File: config.mk
export PLATFORM = sky130hd
export DESIGN_NAME = reg_file_write_arbiter
export DESIGN_NICKNAME = d
export VERILOG_FILES = /design/src/rtl/reg_file_write_arbiter.sv
export SDC_FILE = /design/constraint.sdc
export NUM_CORES = 1
export LEC_CHECK = 0
export ABC_AREA = 1
export CORE_MARGIN = 10
export CORE_UTILIZATION = 43
export DETAILED_ROUTE_END_ITERATION = 8
export PLACE_DENSITY = 0.79
export SLEW_MARGIN = 20
export SYNTH_ARGS = -nofsm -noshare
export SYNTH_HDL_FRONTEND = slang
export SYNTH_SLANG_ARGS = --single-unit
File: constraint.sdc
create_clock -name clk -period 1.5 [get_ports clk]
set_input_delay 0.225 -clock clk [delete_from_list [all_inputs] [get_ports clk]]
set_output_delay 0.225 -clock clk [all_outputs]
set_load 0.01 [all_outputs]
File: src/rtl/reg_file_write_arbiter.sv
// Register-file write port shared by two requesters: clears every entry after
// reset, then grants one write per cycle with round-robin on contention.
module reg_file_write_arbiter #(
  parameter  int unsigned REG_WIDTH = 9,
  parameter  int unsigned NUM_REGS  = 16,
  localparam int unsigned ADDR_W    = (NUM_REGS > 1) ? $clog2(NUM_REGS) : 1
) (
  input  logic                 clk,
  input  logic                 rst_n,
  input  logic                 hold,
  input  logic                 req0_valid,
  input  logic [ADDR_W-1:0]    req0_addr,
  input  logic [REG_WIDTH-1:0] req0_data,
  output logic                 req0_ready,
  input  logic                 req1_valid,
  input  logic [ADDR_W-1:0]    req1_addr,
  input  logic [REG_WIDTH-1:0] req1_data,
  output logic                 req1_ready,
  output logic                 rf_write,
  output logic [ADDR_W-1:0]    rf_addr,
  output logic [REG_WIDTH-1:0] rf_data,
  output logic                 init_done
);

  localparam logic [0:0] S_INIT = 1'b0;
  localparam logic [0:0] S_ARB  = 1'b1;

  localparam logic [ADDR_W-1:0] LAST_ADDR = ADDR_W'(NUM_REGS - 1);

  logic [0:0]           r_state;
  logic [ADDR_W-1:0]    r_cnt;
  logic                 r_ptr;
  logic                 r_rf_write;
  logic [ADDR_W-1:0]    r_rf_addr;
  logic [REG_WIDTH-1:0] r_rf_data;
  logic                 r_init_done;

  logic [0:0]           w_state_nxt;
  logic [ADDR_W-1:0]    w_cnt_nxt;
  logic                 w_ptr_nxt;
  logic                 w_rf_write_nxt;
  logic [ADDR_W-1:0]    w_rf_addr_nxt;
  logic [REG_WIDTH-1:0] w_rf_data_nxt;
  logic                 w_init_done_nxt;
  logic                 w_arb_en;
  logic                 w_gnt0;
  logic                 w_gnt1;

  // Grant decode; r_ptr names the requester that wins a tie.
  always_comb begin
    w_arb_en = (r_state == S_ARB) && !hold;
    w_gnt0   = w_arb_en && req0_valid && (!req1_valid || !r_ptr);
    w_gnt1   = w_arb_en && req1_valid && (!req0_valid ||  r_ptr);
  end

  assign req0_ready = w_gnt0;
  assign req1_ready = w_gnt1;

  // Next-state and registered-output logic.
  always_comb begin
    w_state_nxt     = r_state;
    w_cnt_nxt       = r_cnt;
    w_ptr_nxt       = r_ptr;
    w_rf_write_nxt  = 1'b0;
    w_rf_addr_nxt   = r_rf_addr;
    w_rf_data_nxt   = r_rf_data;
    w_init_done_nxt = r_init_done;
    case (r_state)
      S_INIT: begin
        w_rf_write_nxt = 1'b1;
        w_rf_addr_nxt  = r_cnt;
        w_rf_data_nxt  = REG_WIDTH'(0);
        if (r_cnt == LAST_ADDR) begin
          w_state_nxt     = S_ARB;
          w_init_done_nxt = 1'b1;
        end else begin
          w_cnt_nxt = r_cnt + ADDR_W'(1);
        end
      end
      S_ARB: begin
        if (w_gnt0) begin
          w_rf_write_nxt = 1'b1;
          w_rf_addr_nxt  = req0_addr;
          w_rf_data_nxt  = req0_data;
          w_ptr_nxt      = 1'b1;
        end else if (w_gnt1) begin
          w_rf_write_nxt = 1'b1;
          w_rf_addr_nxt  = req1_addr;
          w_rf_data_nxt  = req1_data;
          w_ptr_nxt      = 1'b0;
        end
      end
      default: begin
        w_state_nxt = S_INIT;
      end
    endcase
  end

  always_ff @(posedge clk or negedge rst_n) begin
    if (!rst_n) begin
      r_state     <= S_INIT;
      r_cnt       <= '0;
      r_ptr       <= 1'b0;
      r_rf_write  <= 1'b0;
      r_rf_addr   <= '0;
      r_rf_data   <= '0;
      r_init_done <= 1'b0;
    end else begin
      r_state     <= w_state_nxt;
      r_cnt       <= w_cnt_nxt;
      r_ptr       <= w_ptr_nxt;
      r_rf_write  <= w_rf_write_nxt;
      r_rf_addr   <= w_rf_addr_nxt;
      r_rf_data   <= w_rf_data_nxt;
      r_init_done <= w_init_done_nxt;
    end
  end

  assign rf_write  = r_rf_write;
  assign rf_addr   = r_rf_addr;
  assign rf_data   = r_rf_data;
  assign init_done = r_init_done;

endmodule

Word level (Yosys, flattened, before mapping):

Cells that the tools add are included.

* register bits: 21
* logic and storage cells: 40

* add/subtract/negate cells: 1
* eq/ne operators: 2
* multiplexer cells: 13
* bitwise gates (word level): 2
* reductions and logical operators: 15

Operators with widths (number)
* 9-bit 2-to-1 mux: 2
* 9-bit one-hot mux with 2 select lines: 1
* 4-bit 2-to-1 mux: 2
* 4-bit one-hot mux with 2 select lines: 1
* 1-bit 2-to-1 mux: 6
* 2-bit AND reduction: 3
* 1-bit logical AND: 5
* 4-bit by 1-bit adder with 4-bit output (second input constant): 1
* 4-bit equality test (second input constant): 1
* 1-bit logical NOT: 4
* 3-bit != test (second input constant): 1
* 1-bit logical OR: 2
* 1-bit inverter: 2
* 1-bit one-hot mux with 2 select lines: 1
* 2-bit nonzero test: 1

Longest topological paths before layout:

* word-level depth: 7
* mapped depth: 7

Worst setup path after synthesis:

No wires, ideal clock.

* path type: reg2reg
* start point: reg r_ptr
* end point: reg r_rf_data[1] (netlist: rf_data[1])
* library setup time: 117 ps
* arrival time: 974 ps
* path slack: 409 ps
* cell stages (with the launch flop): 8
* buffers on the path: 1
* clock period less this slack: 1091 ps
* path through: dfrtp_1 nand2_1 inv_1 nor2_4 buf_8 nand2_1 nand3_1 nand2_1

* longest elaborated chain between the ends: 5
* elaborated cells on any way between the ends: 8
* those cells by class: 1 x eq/ne; 2 x mux; 5 x reduce/logical

Ends and longest elaborated chain
* start: declaration: RTL line 32 `logic r_ptr;`
* start signal: assignment: RTL line 111 `r_ptr <= w_ptr_nxt;`
* 1-bit logical NOT (*): RTL line 52 `w_gnt0 = w_arb_en && req0_valid && (!req1_valid || !r_ptr);`
* 1-bit logical OR (*): RTL line 52
* 1-bit logical AND (*): RTL line 52
* via req0_ready: RTL line 14 `output logic req0_ready,`
* 9-bit 2-to-1 mux: RTL line 81 `if (w_gnt0) begin`
* 9-bit one-hot mux with 2 select lines: RTL line 68 `case (r_state)`
* end signal: assignment: RTL line 114 `r_rf_data <= w_rf_data_nxt;`
* end: declaration: RTL line 35 `logic [REG_WIDTH-1:0] r_rf_data;`

The timed path passes the listed nets; every way through them passes the cells marked *.
A chain may end at the register's enable or synchronous reset.

Worst setup path in the final report:

* start point: reg r_rf_data[7] (netlist: rf_data[7])
* end point: out rf_data[7]

RTL lines
* end: declaration: RTL line 21 `output logic [REG_WIDTH-1:0] rf_data,`

No word-level cell between the ends.

==> run_results.csv <==
group,metric,value,unit
run_status,status,"completed",
clock_tree,path_clk_slew,0.12,ns
yosys,synth_commonest_cells,"nand2_1 (46), inv_1 (39), dfrtp_1 (21)",
die,die_width,73.2,um
yosys,synthSimpleGateAreaFrac,34.7,%
sta,slew_headroom,81.2,%
route,firstDrtPassIters,4,
die,pin_count,48,
layout,syn2layout_area_growth,46.6,%
yosys,yosys.area.top_type,"dfrtp_1",
pwr,cellPowerDensity,758,nW/um2
die,core-area,2730,um2
worst_setup_path,path_delay_family,"buffers and inverters",
route,drt_iter0_markers,28,
grt,grt_usage,14.1,%
yosys,synth_cell_types,19,
layout,layout.nets,251,
clock_tree,tritoncts,"yes",
pwr,vdd_drop_max,0.000609,V
yosys,synth_edf_count,0,
route,vias,1174,
worst_setup_path,cp_num_buf_inv,1,
worst_setup_path,cp_cell_sequence,"clkdlybuf4s50_1",
grt,antenna_found_initial,0,
worst_setup_path,cp_slowest_cell,"clkdlybuf4s50_1",
yosys,muxShareOfSynthArea,0,%
yosys,synth_area_leaders,"dfrtp_1 (43%), nand2_1 (14%), inv_1 (12%), nand3_1 (6.2%), nor2_1 (4.0%)",
yosys,yosysWarnings,0,
layout,instances_no_fill,249,
sta,period_share,97.0,%
worst_setup_path,slowest_delay,0.56,ns
sta,final.setup_skew,0.00581,ns
die,start_util,44.6,%
route,drc_errors,0,
sta,drv_slew,0,
hold_path,hold_path_class,"input port to asynchronous set/reset pin",
layout,diodes,0,
grt,grt_pass1_vias,1280,
sta,finalHoldViolations,0,
yosys,synth-main-ff-cell,"dfrtp_1",
yosys,synth_top_area_share,43.1,%
worst_setup_path,cp.required,1.27,ns
clock_tree,cts_root_buf,"clkbuf_4",
die,die_h,73.2,um
sta,setup_viol,0,
die,dieArea,5360,um2
worst_setup_path,critPathKind,"flip-flop to output port",
clock_tree,cts_htree_levels,1,
grt,grt_max_degree,22,
clock_tree,cts_max_path_buffers,2,
yosys,synth.yosys.seq_area_share,43.1,%
grt,grt_pass1_wl,6050,um
pwr,leakagePower,1.05,nW
yosys,synth.most_common_cell,"nand2_1",
sta,fin_tns_setup,0,ns
yosys,synth_nets,194,
yosys,syn_avg_cell_area,7.52,um2
worst_setup_path,cp.arrival,1.23,ns
clock_tree,numCtsBuffers,3,
worst_setup_path,crit_fanout,2,
placement,gp_congestion,0.799,
worst_setup_path,reg2reg_slack,0.11,ns
worst_setup_path,end_kind,"output port",
yosys,synth_top_family_by_area,"simple AND/OR/NAND/NOR gates",
yosys,ys_ff_latch,21,
die,rows,19,
layout,drive_above_1_share,12.4,%
route,drt-vias-per-instance,4.71,
sta,max_freq,687,MHz
route,post_drt_wl_per_cell,14.6,um
yosys,ys_async_sr_fraction,100,%
clock_tree,clock_latency,0.31,ns
clock_tree,cts_hold_buf,0,
sta,period_needed,1.46,ns
yosys,synthAdderAreaFrac,1.03,%
yosys,synth_area,1220,um2
placement,dpl.hpwl,2830,um
clock_tree,clock_sinks,21,
placement,numPortBuffers,47,
route,ant_nets,0,
placement,post-place-cells,244,
layout,fin_area,1790,um2
route,wl,3630,um
yosys,synthXorXnorAreaFrac,1.44,%
placement,placed_cell_area,1740,um2
job,maxCapViolCount,0,
worst_setup_path,start_kind,"flip-flop",
yosys,synth_compound_area_share,3.08,%
yosys,syn_inst,162,
grt,grt-ovfl-total,0,
sta,worstMarginPinSlew,0.282,ns
where the power goes:
group	internal [mW]	switching (mW)	leakage (nW)	total [mW]
registers	0.623	0.0294	0.234	0.652
clock network	0.104	0.173	0.0150	0.277
logic	0.226	0.199	0.803	0.425
kinds of logic after synthesis:
| kind of cell | count (synthesis) |
|---|---|
| flops | 21 |
| xor+xnor | 2 |
| compound gates | 7 |
| buf+inv | 45 |
| fa+ha+maj | 1 |
| simple gates | 86 |
through the flow:
step | setup WS (ns) | power [mW] | utilization, % | hold WS (ns)
floorplan | 0.409 | 0.841 | - | -0.0706
global placement | -0.225 | 1.08 | 63.6 | 0.465
detailed placement | -0.250 | 1.10 | 63.6 | 0.465
CTS | 0.00347 | 1.37 | 64.5 | 0.256
global route | -0.00668 | 1.43 | 65.4 | 0.293
finish | 0.0446 | 1.35 | 65.4 | 0.253
worst paths after layout:
| kind | start | to | depth (start not counted) |
|---|---|---|---|
| worst max-delay path | rf_data[7] | rf_data[7] | 1 |
| worst min-delay path | rst_n | rf_data[8] | 2 |
| worst max register to register | r_state | rf_addr[2] | 6 |
| worst min register to register | rf_data[1] | rf_data[1] | 2 |
| max in group asynchronous | rst_n | r_state | 2 |
| min in group clk | rf_data[1] | rf_data[1] | 2 |
layout by cell type (no fill, tap or decap), drive strengths merged:
| master | Yosys | final |
|---|---|---|
| nand4 | 1 | 1 |
| o21bai | 1 | 1 |
| nand2 | 53 | 53 |
| dfrtp | 21 | 21 |
| o21ai | 5 | 5 |
| ha | 1 | 1 |
| nor2 | 14 | 14 |
| dlygate4sd2 | 0 | 2 |
| clkbuf | 0 | 4 |
| nand3 | 18 | 18 |
| dlymetal6s2s | 0 | 6 |
| clkdlybuf4s50 | 0 | 39 |
| xor2 | 2 | 2 |
| inv | 41 | 41 |
| a21oi | 1 | 1 |
| buf | 4 | 9 |
layout make-up:
| cell class | count | area [um2] |
|---|---|---|
| clock buffer | 4 | 26.3 |
| sequential | 21 | 527 |
| inverter | 41 | 154 |
| fill | 230 | 947 |
| multi-input combinational | 96 | 490 |
| timing repair buffer | 56 | 551 |
| tap | 31 | 38.8 |
metal layers:
layer  track usage [%]  routed length [um]  up-vias
met4              5.70                  33        0
met1              16.8                1650      543
li1                  -                   -      585
met2              23.6                1700       42
met5                 0                   0        -
met3              3.13                 248        4
state kept, by name (all words and copies together), names as in the netlist:
register / flops
r_ptr: 1
rf_write: 1
r_state: 1
rf_addr: 4
init_done: 1
rf_data: 9
r_cnt: 4
what timing repair did:
item,4_1_cts,5_1_grt
endpoints found under the setup margin,2,6
resized for setup,3,6
buffers inserted,0,1
(Power assumes the default switching activity.)
